--- src/rtl/offset_tracker_pkg.sv ---
// Shared types and helpers for the multi-channel ADC bias tracker.
// Per-channel state, the default geometry and the saturating offset subtract.
package offset_tracker_pkg;

  typedef enum logic [1:0] {
    ST_CAL   = 2'd0,
    ST_HOLD  = 2'd1,
    ST_TRACK = 2'd2
  } cal_state_t;

  localparam int DEF_WIDTH      = 10;
  localparam int DEF_CHANNELS   = 2;
  localparam int DEF_LOG2_N     = 12;
  localparam int DEF_TRIM_W     = 5;
  localparam int DEF_TRIM_SHIFT = 0;

  // Operands are carried at 32 bits so any WIDTH/trim geometry compares without wrap;
  // the caller keeps the low WIDTH bits, which always hold the result since it never exceeds avg.
  function automatic logic [31:0] sat_sub(input logic [31:0] avg,
                                          input logic [31:0] trim_shifted);
    return (avg > trim_shifted) ? (avg - trim_shifted) : 32'd0;
  endfunction

endpackage

--- src/rtl/offset_tracker_if.sv ---
// Sample-side and result-side signals of the offset tracker.
// The ADC/control side drives through master; the tracker consumes through slave.
interface offset_tracker_if #(
  parameter int WIDTH    = 10,
  parameter int CHANNELS = 2,
  parameter int TRIM_W   = 5
) ();
  localparam int CH_W = (CHANNELS > 1) ? $clog2(CHANNELS) : 1;

  logic                      sampleValid;
  logic [CH_W-1:0]           sampleChan;
  logic [WIDTH-1:0]          sampleVoltage;
  logic [TRIM_W-1:0]         trim;
  logic                      trackMode;
  logic [CHANNELS-1:0]       recal;
  logic [CHANNELS*WIDTH-1:0] offset;
  logic [CHANNELS-1:0]       offsetValid;
  logic                      busy;

  modport master (
    output sampleValid, sampleChan, sampleVoltage, trim, trackMode, recal,
    input  offset, offsetValid, busy
  );

  modport slave (
    input  sampleValid, sampleChan, sampleVoltage, trim, trackMode, recal,
    output offset, offsetValid, busy
  );
endinterface

--- src/rtl/offset_channel.sv ---
// One channel of the bias tracker: calibration average, hold, and leaky-integrator tracking.
// offset_o follows the accumulator one cycle after each accepted update.
module offset_channel
  import offset_tracker_pkg::*;
#(
  parameter int WIDTH  = DEF_WIDTH,
  parameter int LOG2_N = DEF_LOG2_N
) (
  input  logic              clk,
  input  logic              reset,
  input  logic              hit_i,
  input  logic [WIDTH-1:0]  sample_i,
  input  logic              recal_i,
  input  logic              track_mode_i,
  input  logic [31:0]       trim_shifted_i,
  output logic [WIDTH-1:0]  offset_o,
  output logic              valid_o,
  output logic              cal_o
);
  localparam int ACC_W = WIDTH + LOG2_N;
  localparam int CNT_W = LOG2_N + 1;
  localparam logic [CNT_W-1:0] CNT_LAST = CNT_W'((1 << LOG2_N) - 1);

  cal_state_t       state_q, state_d;
  logic [ACC_W-1:0] acc_q, acc_d;
  logic [CNT_W-1:0] cnt_q, cnt_d;
  logic [WIDTH-1:0] offset_q, offset_d;
  logic             valid_q, valid_d;
  logic             upd_q, upd_d;

  logic [WIDTH-1:0] avg;
  logic [ACC_W-1:0] acc_leak;

  assign avg = acc_q[ACC_W-1:LOG2_N];
  // Never overflows: at full scale acc - (acc >> N) leaves exactly 2^WIDTH of headroom.
  assign acc_leak = acc_q - (acc_q >> LOG2_N) + ACC_W'(sample_i);

  always_ff @(posedge clk) begin
    if (reset) begin
      state_q  <= ST_CAL;
      acc_q    <= '0;
      cnt_q    <= '0;
      offset_q <= '0;
      valid_q  <= 1'b0;
      upd_q    <= 1'b0;
    end else begin
      state_q  <= state_d;
      acc_q    <= acc_d;
      cnt_q    <= cnt_d;
      offset_q <= offset_d;
      valid_q  <= valid_d;
      upd_q    <= upd_d;
    end
  end

  always_comb begin
    state_d  = state_q;
    acc_d    = acc_q;
    cnt_d    = cnt_q;
    offset_d = offset_q;
    valid_d  = valid_q;
    upd_d    = 1'b0;

    // The output register trails the accumulator by one edge and is frozen in CAL.
    if (upd_q && (state_q != ST_CAL)) begin
      offset_d = WIDTH'(sat_sub(32'(avg), trim_shifted_i));
    end

    if (recal_i) begin
      state_d = ST_CAL;
      acc_d   = '0;
      cnt_d   = '0;
      valid_d = 1'b0;
    end else begin
      unique case (state_q)
        ST_CAL: begin
          if (hit_i) begin
            acc_d = acc_q + ACC_W'(sample_i);
            cnt_d = cnt_q + CNT_W'(1);
            if (cnt_q == CNT_LAST) begin
              state_d = track_mode_i ? ST_TRACK : ST_HOLD;
              valid_d = 1'b1;
              upd_d   = 1'b1;
            end
          end
        end
        ST_HOLD: begin
          if (track_mode_i) begin
            state_d = ST_TRACK;
          end
        end
        ST_TRACK: begin
          if (!track_mode_i) begin
            state_d = ST_HOLD;
          end else if (hit_i) begin
            acc_d = acc_leak;
            upd_d = 1'b1;
          end
        end
        default: begin
          state_d = ST_CAL;
          acc_d   = '0;
          cnt_d   = '0;
          valid_d = 1'b0;
        end
      endcase
    end
  end

  assign offset_o = offset_q;
  assign valid_o  = valid_q;
  assign cal_o    = (state_q == ST_CAL);

endmodule

--- src/rtl/offset_tracker.sv ---
// Multi-channel ADC bias tracker: routes tagged samples to per-channel calibrators.
// The trim value is captured only while reset is held.
module offset_tracker
  import offset_tracker_pkg::*;
#(
  parameter int WIDTH      = DEF_WIDTH,
  parameter int CHANNELS   = DEF_CHANNELS,
  parameter int LOG2_N     = DEF_LOG2_N,
  parameter int TRIM_W     = DEF_TRIM_W,
  parameter int TRIM_SHIFT = DEF_TRIM_SHIFT
) (
  input  logic             clk,
  input  logic             reset,
  offset_tracker_if.slave  bus
);
  logic [TRIM_W-1:0]   trim_q, trim_d;
  logic [31:0]         trim_shifted;
  logic [CHANNELS-1:0] hit;
  logic [CHANNELS-1:0] valid_w;
  logic [CHANNELS-1:0] cal_w;
  logic [WIDTH-1:0]    offset_w [CHANNELS];

  assign trim_d = reset ? bus.trim : trim_q;

  always_ff @(posedge clk) begin
    trim_q <= trim_d;
  end

  assign trim_shifted = 32'(trim_q) << TRIM_SHIFT;

  generate
    for (genvar gi = 0; gi < CHANNELS; gi++) begin : g_ch
      // Tags >= CHANNELS match no instance and are therefore dropped.
      assign hit[gi] = bus.sampleValid && (32'(bus.sampleChan) == gi);

      offset_channel #(
        .WIDTH  (WIDTH),
        .LOG2_N (LOG2_N)
      ) u_ch (
        .clk            (clk),
        .reset          (reset),
        .hit_i          (hit[gi]),
        .sample_i       (bus.sampleVoltage),
        .recal_i        (bus.recal[gi]),
        .track_mode_i   (bus.trackMode),
        .trim_shifted_i (trim_shifted),
        .offset_o       (offset_w[gi]),
        .valid_o        (valid_w[gi]),
        .cal_o          (cal_w[gi])
      );

      assign bus.offset[gi*WIDTH +: WIDTH] = offset_w[gi];
    end
  endgenerate

  assign bus.offsetValid = valid_w;
  assign bus.busy        = |cal_w;

endmodule

--- src/flat_wrapper.sv ---
// flat-port wrapper written by rule: the top's interface ports become plain ports
module offset_tracker_flat import offset_tracker_pkg::*;
#(
  parameter int WIDTH      = DEF_WIDTH,
  parameter int CHANNELS   = DEF_CHANNELS,
  parameter int LOG2_N     = DEF_LOG2_N,
  parameter int TRIM_W     = DEF_TRIM_W,
  parameter int TRIM_SHIFT = DEF_TRIM_SHIFT
)
  (clk, reset, bus_sampleValid, bus_sampleChan, bus_sampleVoltage, bus_trim, bus_trackMode, bus_recal, bus_offset, bus_offsetValid, bus_busy);
  offset_tracker_if #(.WIDTH(WIDTH), .CHANNELS(CHANNELS), .TRIM_W(TRIM_W)) bus_i ();
  input  logic clk;
  input  logic reset;
  input wire logic [$bits(bus_i.sampleValid)-1:0] bus_sampleValid;
  input wire logic [$bits(bus_i.sampleChan)-1:0] bus_sampleChan;
  input wire logic [$bits(bus_i.sampleVoltage)-1:0] bus_sampleVoltage;
  input wire logic [$bits(bus_i.trim)-1:0] bus_trim;
  input wire logic [$bits(bus_i.trackMode)-1:0] bus_trackMode;
  input wire logic [$bits(bus_i.recal)-1:0] bus_recal;
  output wire logic [$bits(bus_i.offset)-1:0] bus_offset;
  output wire logic [$bits(bus_i.offsetValid)-1:0] bus_offsetValid;
  output wire logic [$bits(bus_i.busy)-1:0] bus_busy;
  assign bus_i.sampleValid = bus_sampleValid;
  assign bus_i.sampleChan = bus_sampleChan;
  assign bus_i.sampleVoltage = bus_sampleVoltage;
  assign bus_i.trim = bus_trim;
  assign bus_i.trackMode = bus_trackMode;
  assign bus_i.recal = bus_recal;
  assign bus_offset = bus_i.offset;
  assign bus_offsetValid = bus_i.offsetValid;
  assign bus_busy = bus_i.busy;
  offset_tracker #(.WIDTH(WIDTH), .CHANNELS(CHANNELS), .LOG2_N(LOG2_N), .TRIM_W(TRIM_W), .TRIM_SHIFT(TRIM_SHIFT)) u_core (.clk(clk), .reset(reset), .bus(bus_i));
endmodule
--- config.mk ---
export PLATFORM = sky130hd
export DESIGN_NAME = offset_tracker_flat
export DESIGN_NICKNAME = d
export VERILOG_FILES = /design/src/rtl/offset_tracker_pkg.sv /design/src/rtl/offset_tracker_if.sv /design/src/rtl/offset_channel.sv /design/src/rtl/offset_tracker.sv /design/src/flat_wrapper.sv
export SDC_FILE = /design/constraint.sdc
export NUM_CORES = 1
export LEC_CHECK = 0
export CAP_MARGIN = 5
export CORE_UTILIZATION = 56
export CTS_CLUSTER_DIAMETER = 150
export DETAILED_ROUTE_END_ITERATION = 16
export GPL_TIMING_DRIVEN = 0
export HOLD_SLACK_MARGIN = 0.06
export PLACE_DENSITY = 0.75
export SLEW_MARGIN = 20
export SYNTH_ARGS = -nofsm -noshare
export SYNTH_HDL_FRONTEND = slang
export SYNTH_HIERARCHICAL = 1
export SYNTH_SLANG_ARGS = --single-unit
--- constraint.sdc ---
create_clock -name clk -period 4.4 [get_ports clk]
set_input_delay 0.88 -clock clk [delete_from_list [all_inputs] [get_ports clk]]
set_output_delay 0.88 -clock clk [all_outputs]
set_load 0.03 [all_outputs]
# [Word level (Yosys, flattened, before mapping)]
# Index checks and enable logic that the tools add are counted.
[classes] n_addsub=10 order_cmp=2 eq_ne=18 n_mux=39 bitwise=5 n_reduce_logical=21
[ops] cell="$mux 22" n=6
[ops] cell="$pmux 22 s3" n=2
[ops] cell="$add 22x10->22" n=4
[ops] cell="$pmux 13 s2" n=2
[ops] cell="$sub 22x10->22" n=2
[ops] cell="$add 13x1->13 const B" n=2
[ops] cell="$eq 13x12->1 const B" n=2
[ops] cell="$mux 13" n=2
[ops] cell="$gt 10x5->1" n=2
[ops] cell="$mux 10" n=2
[ops] cell="$ne 2x2->1 const B" n=10
[ops] cell="$sub 10x5->10" n=2
[ops] cell="$reduce_and 4->1" n=4
[ops] cell="$mux 2" n=7
[ops] cell="$mux 1" n=12
[ops] cell="$pmux 2 s3" n=2
[ops] cell="$reduce_or 2->1" n=5
[ops] cell="$pmux 1 s2" n=4
[ops] cell="$reduce_and 3->1" n=2
[ops] cell="$not 1->1" n=5
[ops] cell="$eq 2x1->1 const B" n=2
[ops] cell="$eq 2x2->1 const B" n=2
[ops] cell="$logic_and 1x1->1" n=4
[ops] cell="$logic_not 2->1" n=2
[ops] cell="other kinds (3)" n=6
[totals] register_bits=103 inputBits=22 output_inout_bits=23

# [Longest topological paths before layout]
# Gate-level depths: netlist of the first run.
[depth] ltp_word=5 mapped_depth=14

# [Cells and area by module]
# Netlist of the first run, hierarchy kept.
[by_module_without_submodules] mod="offset_channel (u_core.g_ch[0].u_ch)" instances=1 cells_per_inst=632 area_per_inst_um2=4872.2 seq_area_each_um2=980.9
[by_module_without_submodules] mod="offset_channel (u_core.g_ch[1].u_ch)" instances=1 cells_per_inst=609 area_per_inst_um2=4784.6 seq_area_each_um2=980.9
[by_module_without_submodules] mod="offset_tracker" instances=1 cells_per_inst=9 area_per_inst_um2=176.4 seq_area_each_um2=150.1

# [Worst setup path before layout of the first run]
# OpenSTA, ideal clock, no wires.
[synth_path] path_kind="input port to flip-flop" start="input bus_sampleVoltage[9]" end="register u_core.g_ch[0].u_ch.acc_q[21]" arrival_time_ns=3.460 required_ns=4.280 path_slack_ns=0.820 cell_stages=11 path_buffers=0 path_cell_list="inv_1 fa_1 inv_1 ha_1 and3_1 a221o_1 a2111oi_4 nor2_2 o311ai_4 nor2_1 o31a_1"
[synth_via] elab_chain_len=4
[synth_rtl] item="start, declared" line="flat_wrapper.sv:16" source="input wire logic [$bits(bus_i.sampleVoltage)-1:0] bus_sampleVoltage;"
[synth_rtl] item="$add 22x10->22" line="offset_channel.sv:36" source="assign acc_leak = acc_q - (acc_q >> LOG2_N) + ACC_W'(sample_i);"
[synth_rtl] item="$mux 22" line="offset_channel.sv:95" source="end else if (hit_i) begin"
[synth_rtl] item="$mux 22" line="offset_channel.sv:93" source="if (!track_mode_i) begin"
[synth_rtl] item="$pmux 22 s3 *" line="offset_channel.sv:75" source="unique case (state_q)"
[synth_rtl] item="end signal, assigned" line="offset_channel.sv:41" source="acc_q <= '0;"
[synth_rtl] item="end signal, assigned" line="offset_channel.sv:48" source="acc_q <= acc_d;"
[synth_rtl] item="end, declared" line="offset_channel.sv:25" source="logic [ACC_W-1:0] acc_q, acc_d;"
# Mark *: on every way between the ends. The rest lies on a longest branch, timed or not. The select of a mux whose other input is x is not followed.
# A chain may end at the register's enable or synchronous reset.

# [Final worst setup path of the first run]
[layout_path] start="input bus_sampleVoltage[1]" end="register u_core.g_ch[0].u_ch.acc_q[21]"
# Same word-level chain as after synthesis.

==> results of run 1 <==
## layer usage
| metal | global-route usage [%] | vias up |
|---|---|---|
| li1 | - | 4656 |
| met1 | 37.3 | 4258 |
| met2 | 48.5 | 259 |
| met3 | 2.78 | 39 |
| met4 | 9.43 | 0 |
| met5 | 0 | - |
## flip-flops by register name, summed over array words and instances (netlist names)
signal / flops
u_core/trim_q: 5
u_core/g_ch.u_ch/acc_q: 44
u_core/g_ch.u_ch/offset_o: 20
u_core/g_ch.u_ch/cnt_q: 26
u_core/g_ch.u_ch/state_q: 4
u_core/g_ch.u_ch/valid_o: 2
u_core/g_ch.u_ch/upd_q: 2
## synth_stat cells (all sizes together), types with 12 or more instances
| master | instances |
|---|---|
| o211ai | 14 |
| clkbuf | 29 |
| a21oi | 87 |
| and3 | 12 |
| nand3 | 43 |
| a221oi | 21 |
| nand2b | 12 |
| ha | 112 |
| nor4 | 25 |
| o21ai | 65 |
| nand2 | 95 |
| xnor2 | 39 |
| fa | 24 |
| nand4 | 22 |
| dfxtp | 98 |
| inv | 150 |
| a211oi | 26 |
| a31oi | 13 |
| or3 | 12 |
| a21o | 32 |
| xor2 | 35 |
| nor3 | 26 |
| nor2 | 104 |
| a22oi | 18 |
## stage by stage
stage               total power, mW  area [um^2]  setup slack [ns]  setup TNS [ns]
finish                         2.46        11000             0.203               0
CTS                            2.47        11000             0.195               0
global placement               1.66        10800            -0.121          -0.132
detailed placement             1.68        10800            -0.176          -0.248
global route                   2.60        11000           0.00452               0
floorplan                      1.51        10000             0.820               0
## cells by family (layout without fill, tap and decap cells)
family,Yosys count,count (layout),synth area share (%)
mux,7,7,0.738
other cells,1,54,0.0381
flops,103,103,21.5
fa+ha+maj,136,136,19.1
compound gates,348,348,24.8
simple gates,394,394,20.0
buf+inv,187,247,7.20
xor+xnor,74,74,6.59
## layout make-up
cell class              instances  area (um^2)  area share, %
clock buffers                   9          225           2.04
clock inverters                 7         67.6          0.612
inverters                     150          563           5.10
multi-input cells            1013         7210           65.3
plain buffers                  37          145           1.31
flip-flops and latches        103         2110           19.1
repair buffers                 44          440           3.99
well taps                     225          282           2.55
## worst max-delay path by stage
stage	from	end	slack, ns
final	bus_sampleVoltage[1]	u_core/g_ch[0].u_ch/acc_q[21]	0.20
after floorplan	bus_sampleVoltage[9]	u_core/g_ch[0].u_ch/acc_q[21]	0.82
after CTS	bus_sampleVoltage[1]	u_core/g_ch[0].u_ch/acc_q[21]	0.20
after global placement	bus_sampleVoltage[9]	u_core/g_ch[0].u_ch/acc_q[21]	-0.12
after detailed placement	bus_sampleVoltage[1]	u_core/g_ch[0].u_ch/acc_q[21]	-0.18
after global routing	bus_sampleVoltage[1]	u_core/g_ch[0].u_ch/acc_q[21]	0.005
## critical path, stage by stage
cell and delay (ns):
sky130_fd_sc_hd__clkdlybuf4s50_1 0.56, sky130_fd_sc_hd__inv_1 0.13, sky130_fd_sc_hd__fa_1 0.61, sky130_fd_sc_hd__inv_1 0.06, sky130_fd_sc_hd__ha_1 0.30, sky130_fd_sc_hd__a211oi_1 0.29
sky130_fd_sc_hd__o211ai_1 0.29, sky130_fd_sc_hd__a2111oi_4 0.51, sky130_fd_sc_hd__nor2_2 0.12, sky130_fd_sc_hd__o311ai_4 0.34, sky130_fd_sc_hd__nor2_1 0.09, sky130_fd_sc_hd__o31a_1 0.28
## power groups by stage
stage / Clock [mW] / Combinational, mW / Sequential (mW)
after detailed placement: 0 / 0.687 / 0.989
after global routing: 0.845 / 0.783 / 0.969
after floorplan: 0 / 0.527 / 0.983
after CTS: 0.807 / 0.692 / 0.967
after global placement: 0 / 0.675 / 0.989
final: 0.792 / 0.702 / 0.967
==> flow_results.org, run 1 <==
** Placed design
- Input and output buffers added on the ports amount to 44.
- Number of placed instances with taps included :: 1572
- HPWL reported at the end of detailed placement :: 19900 um
- The congestion estimate from routability-driven global placement came to 0.887.

** Yosys
- The biggest area contributor in the post-synthesis netlist is sky130_fd_sc_hd__dfxtp_1.
- Synthesized instance count :: 1250
- After synthesis the cells add up to 0.00983 mm^2.
- In the synthesized netlist the async set-or-reset flop fraction comes to 0%.
- Yosys Warn Count :: 6
- Part of the Yosys area used for sequential elements :: 21.5%
- Fraction of synthesized cell area taken by the top area cell type :: 20.0%
- FF+latch count, synth :: 103
- Count of distinct cell types in the synthesized netlist :: 91
- For this run, the leading register cell type out of synthesis is sky130_fd_sc_hd__dfxtp_1.
- A synthesized cell averages 7.87 um^2.
- Top area cells in the synthesized netlist :: sky130_fd_sc_hd__dfxtp_1 (20%), sky130_fd_sc_hd__ha_1 (14%), sky130_fd_sc_hd__inv_1 (5.7%), sky130_fd_sc_hd__fa_1 (4.9%), sky130_fd_sc_hd__a21oi_1 (4.4%)
- In this run, synthesis inferred 5 flip-flops with an integrated enable.

** Critical path
- Data arrives at the worst endpoint at 4.45 ns.
- The worst setup path is captured at a flop.
- In this run the critical register-to-register path is launched from u_core/g_ch[0].u_ch/acc_q[13].
- Critical Path Start Type :: input pin
- The setup check on the worst reg-to-reg path leaves a slack of 0.85 ns.
- Worst-path maximum fanout :: 4
- Worst Path Required :: 4.65 ns
- The setup path with the least slack is of type in2reg.
- Measured in cells, the most critical reg-to-reg path has a length of 10.
- The worst register-to-register path ends at u_core/g_ch[0].u_ch/acc_q[21].

** Clock network
- Cts hold-fix bufs :: 0
- After clock tree synthesis, the setup repair step added 0 buffers.
- Counting every sink on the clock net gives 103.
- Cts bufs inserted :: 9
- After clock tree synthesis, the clock-pin slew on the worst setup and hold paths is 0.08 ns.
- At the later pin of the worst-skew pair, clock insertion delay measures 0.35 ns.
- Number of cells upsized or downsized after cts :: 0
- TritonCTS clock tree :: yes
- H-tree depth :: 3
- In this run the deepest clock path goes through 2 buffers.
- The root buffer cell chosen for the clock tree is sky130_fd_sc_hd__clkbuf_16.

** Layout
- The library cells used most frequently in the layout, excluding fill and tap cells, are sky130_fd_sc_hd__inv_1 (150), sky130_fd_sc_hd__ha_1 (112), sky130_fd_sc_hd__nor2_1 (103).
- For this run, the post-layout net count is 1516.
- Fraction of layout cells with a size suffix above 1 :: 4.48%
- The finished layout holds 1588 standard cells, fillers aside.
- Synth-to-layout area growth :: 12.3%
- Total of fill cells in the finished design :: 1544
- Most frequent standard cell in the layout excluding fill and tap cells :: sky130_fd_sc_hd__inv_1
- Once layout is complete, the utilization of the core stands at 64.1%.
- Antenna cells :: 0

** Global routing
- Across every metal layer, demand over resource in global routing totals 28.3%.
- Global routing finished with a remaining overflow of 0.
- The number of global-route vias before repair is 8507.
- Initial antenna violation count :: 0
- The first global-routing pass estimated 41000 um of wire.
- Entering global routing, the biggest net connects 20 pins.

** Timing
- Max Clock Skew :: 0.00918 ns
- Final Slew Violations :: 0
- Timing would allow up to 238 MHz.
- WHS :: 0.455 ns
- The clock period could shrink to 4.20 ns.
- Measured against its own limit, the worst slew margin works out to 47.6%.
- Actual transition at the worst max-transition pin :: 0.780 ns
- Final setup violation count :: 0
- Setup repair after global routing left no endpoint under its margin.
- The number of endpoints with negative hold slack in the final report is 0.
- Final period util :: 95.4%

** Worst hold path
- Number of cells on the worst hold path :: 2
- Startpoint of the lowest-slack hold path :: u_core/g_ch[0].u_ch/offset_o[7]
- Destination of the worst hold path :: u_core/g_ch[0].u_ch/offset_o[7]
- Hold Crit Class :: reg2reg

** Detailed routing
- In this run, the number of DRC markers left after iteration 0 of detailed routing was 754.
- Count of unresolved DRC violations after routing :: 0
- Summed over all nets, wire length on met2 after detailed routing comes to 11700 um.
- In the routed layout, each cell is associated on average with a via count of 5.80.
- Final WL :: 25100 um
- Met3 WL post-DR :: 1230 um
- The count of nets left with antenna violations once routing finished came out at 0.
- The first TritonRoute pass finished after 7 iterations.
- Vias after detailed routing :: 9212
- Sum of routed wire segments on met1 :: 11600 um
- Highest metal layer with signal wires :: met4
- Dividing the detail-routed wire length by the instance count gives 15.8 um.

** Power
- PwrDens :: 223 mW/mm^2
- Cell Int Power :: 1.64 mW
- The analysis attributes to cell leakage a power of 4.79 nW.
- Share of total power in combinational logic :: 28.5%
- Reported net switching power :: 0.825 mW
- Switching power as a share of total power :: 33.5%
- Fraction of power consumed by sequential logic :: 39.3%
- Worst IR Drop VDD :: 0.186 mV
- The share of total power dissipated in the clock network is 32.2%.

** Floorplan
- For this configuration, the core starts out at a cell density of 57.0%.
- In this run the horizontal extent of the chip is 135 um.
- 45 I/O pins were placed.
- Core Area :: 0.0172 mm^2
- Num rows :: 48
- Measured along the y axis, the die boundary spans 135 um.
- Die Footprint :: 0.0181 mm^2

** Run
- Reported max-cap violation count :: 0

** Outcome
- Outcome :: completed
No activity file was read; power rests on OpenSTA's default activity.
==> run 2: changes to the inputs <==
- CORE_MARGIN: unset -> 10
- GPL_ROUTABILITY_DRIVEN: unset -> 1
==> run 2 against run 1 <==
  * Utilization about the same
  * Die area up 29%
  * First-iteration DRC count is 7.2% higher
  * Sequential cell count unchanged
  * Routed wire length up 3.3%
  * Via count grew 1.2%
  * Sequential power about the same
  * Fmax fell by 0.62%
  * Register-to-register slack got worse by 0.03 ns
  * Clock skew about the same
  * Cell count is the same
  * Count of clock-buffer cells in the layout did not move
  * Largest cell class unchanged
==> flow_results.org, run 2 (same netlist as run 1, synthesis figures left out) <==
** Placed design
- Count of input and output buffers :: 44
- Before CTS, the worst setup slack after placement is -0.154 ns.
- Once detailed placement completed, the half-perimeter wirelength came to 20400 um.
- Final weighted congestion in routability-driven placement :: 0.928

** Detailed routing
- Wire segments on met3 add up to 1340 um in the final route.
- The detail route stage leaves a number of antenna-violating nets equal to 0.
- Final WL :: 25900 um
- DR WL/cell :: 16.3 um
- Sum of routed wire segments on met1 :: 11600 um
- Vias per std cell :: 5.87
- First-pass detailed-route iteration total :: 6
- Signal routing reaches up to met4.
- For this block, the initial DRC count from the detailed router was 808.
- Detailed routing inserted a total of 9320 vias.
- Wire length on met2 :: 12200 um
- For this run, design rule violations remaining after detail routing come to 0.

** Critical path
- The slowest stage of the critical path is the sky130_fd_sc_hd__clkdlybuf4s50_1 cell.
- Critical setup path kind :: in2reg
- In this design, the critical path's most frequently occurring cell is sky130_fd_sc_hd__inv_1.
- Crit path cell chain :: clkdlybuf4s50_1 -> inv_1 -> fa_1 -> inv_1 -> ha_1 -> and3_1 -> a221o_1 -> a2111oi_4 -> nor2_2 -> o311ai_4 -> nor2_1 -> o31a_1
- Critical path endpoint category :: flop
- STA classifies the critical path startpoint as an input pin.
- Worst-path maximum fanout :: 7
- For this run, the slowest stage of the critical path takes 0.61 ns.
- For the worst setup path, the data required time is 4.66 ns.
- Worst path arrival time :: 4.48 ns

** Power
- PwrDens :: 223 mW/mm^2
- For this design the static power due to leakage is 4.79 nW.
- The worst-case IR drop observed on VDD is 0.208 mV.

** Layout
- Number of flip-flops in the largest register :: 44
- Most frequent cells in the layout :: sky130_fd_sc_hd__inv_1 (150), sky130_fd_sc_hd__ha_1 (112), sky130_fd_sc_hd__nor2_1 (103)
- Leaving out fill and tap cells, the most frequent cell in the layout is sky130_fd_sc_hd__inv_1.
- Compared with the post-synthesis result, the final layout area differs by 12.3%.
- Fraction of layout cells with a size suffix above 1 :: 4.48%
- Ranked by flip-flop count, first place goes to u_core/g_ch.u_ch/acc_q.
- Fraction of the core area covered by cells at the end of the flow :: 64.1%
- 0 antenna diodes ended up in the layout.
- For this run, the post-layout net count is 1516.

** Clock network
- Number of setup buffers added after CTS :: 0
- Cts bufs inserted :: 9
- For this design, the CTS-stage hold fixing added 0 buffers.
- The tree is rooted in a sky130_fd_sc_hd__clkbuf_16.
- Clock latency of the later-clocked register in the worst-skew pair :: 0.36 ns
- Clock tree buffer depth :: 2
- After clock tree synthesis, the clock-pin slew on the worst setup and hold paths is 0.08 ns.
- Number of cells upsized or downsized after cts :: 0
- In this run the number of H-tree levels came out at 3.
- Counting every sink on the clock net gives 103.
- TritonCTS clock tree :: yes

** Global routing
- In the global route stage, overall resource usage came out at 21.7%.
- Initial antenna violation count :: 0
- Pin count of the biggest net entering global routing :: 20
- The number of global-route vias before repair is 9010.
- Global routing finished with a remaining overflow of 0.
- The first global-routing pass estimated 43200 um of wire.

** Floorplan
- DIE WIDTH :: 153 um
- Row generation in the floorplan step produced 48 rows.
- From bottom edge to top edge, the die measures 153 um.
- Initial core utilization :: 57.0%
- Count of pins on the block boundary :: 45
- The die covers 0.0233 mm^2.
- Core Area :: 0.0172 mm^2

** Timing
- After routing, the total negative slack on setup checks comes to 0 ns.
- The worst path uses 96.0% of the clock period.
- Setup repair after global routing left no endpoint under its margin.
- Final Critical Period :: 4.22 ns
- Maximum clock rate :: 237 MHz
- Measured against its own limit, the worst slew margin works out to 46.2%.
- Clock skew on the completed layout was measured at 0.00877 ns.
- Final Slew Violations :: 0
- Setup violations remaining at the end of the flow were counted as 0.
- For the pin with the worst max-slew slack, the measured transition is 0.801 ns.
- On the final layout, the worst hold slack is 0.450 ns.
- Final Hold Viols :: 0
- Once routing completed, OpenROAD measured the worst setup slack at 0.177 ns.

** Run
- Reported max-cap violation count :: 0

** Outcome
- The run finished with clean final reports.

** Worst hold path
- Hold Crit Class :: reg2reg
run 2: layout make-up:
class                           instances  area, um^2
Sequential cell                       103        2110
Tap cell                              225         282
Fill cell                            1529        6190
Clock buffer                            9         225
Buffer                                 37         145
Multi-Input combinational cell       1013        7210
Inverter                              150         563
Clock inverter                          7        65.1
Timing Repair Buffer                   44         440
run 2: metrics by stage:
step           total power, mW  cells  area [um^2]
4_1_cts                   2.46   1588        11000
2_1_floorplan             1.51   1303        10000
3_3_place_gp              1.66   1572        10800
6_report                  2.47   1588        11000
3_5_place_dp              1.67   1572        10800
5_1_grt                   2.59   1588        11000
run 2: metal layers:
metal  global-route usage, %  vias to the layer above
met5                       0                        -
met4                    7.58                        0
met3                    2.68                       48
met2                    37.4                      283
met1                    27.2                     4331
li1                        -                     4658
run 2: path summary, 6_finish.rpt:
path	startpoint	depth (start not counted)	to	slack, ns
min	u_core/g_ch[1].u_ch/offset_o[0]	2	u_core/g_ch[1].u_ch/offset_o[0]	0.45
max reg2reg	u_core/g_ch[0].u_ch/acc_q[13]	10	u_core/g_ch[0].u_ch/acc_q[21]	0.82
max	bus_sampleVoltage[9]	12	u_core/g_ch[0].u_ch/acc_q[21]	0.18
min reg2reg	u_core/g_ch[1].u_ch/offset_o[0]	2	u_core/g_ch[1].u_ch/offset_o[0]	0.45
run 2: critical path, delay by kind of cell:
kind / cells / cell delay (ns)
compound gates: 4 / 1.45
fa+ha+maj: 2 / 0.93
buf+inv: 3 / 0.77
simple gates: 3 / 0.44
run 2: power breakdown:
| part | internal (mW) | switching [mW] | leakage (nW) |
|---|---|---|---|
| registers | 0.954 | 0.0138 | 0.841 |
| clock network | 0.396 | 0.400 | 0.137 |
| logic | 0.285 | 0.417 | 3.81 |
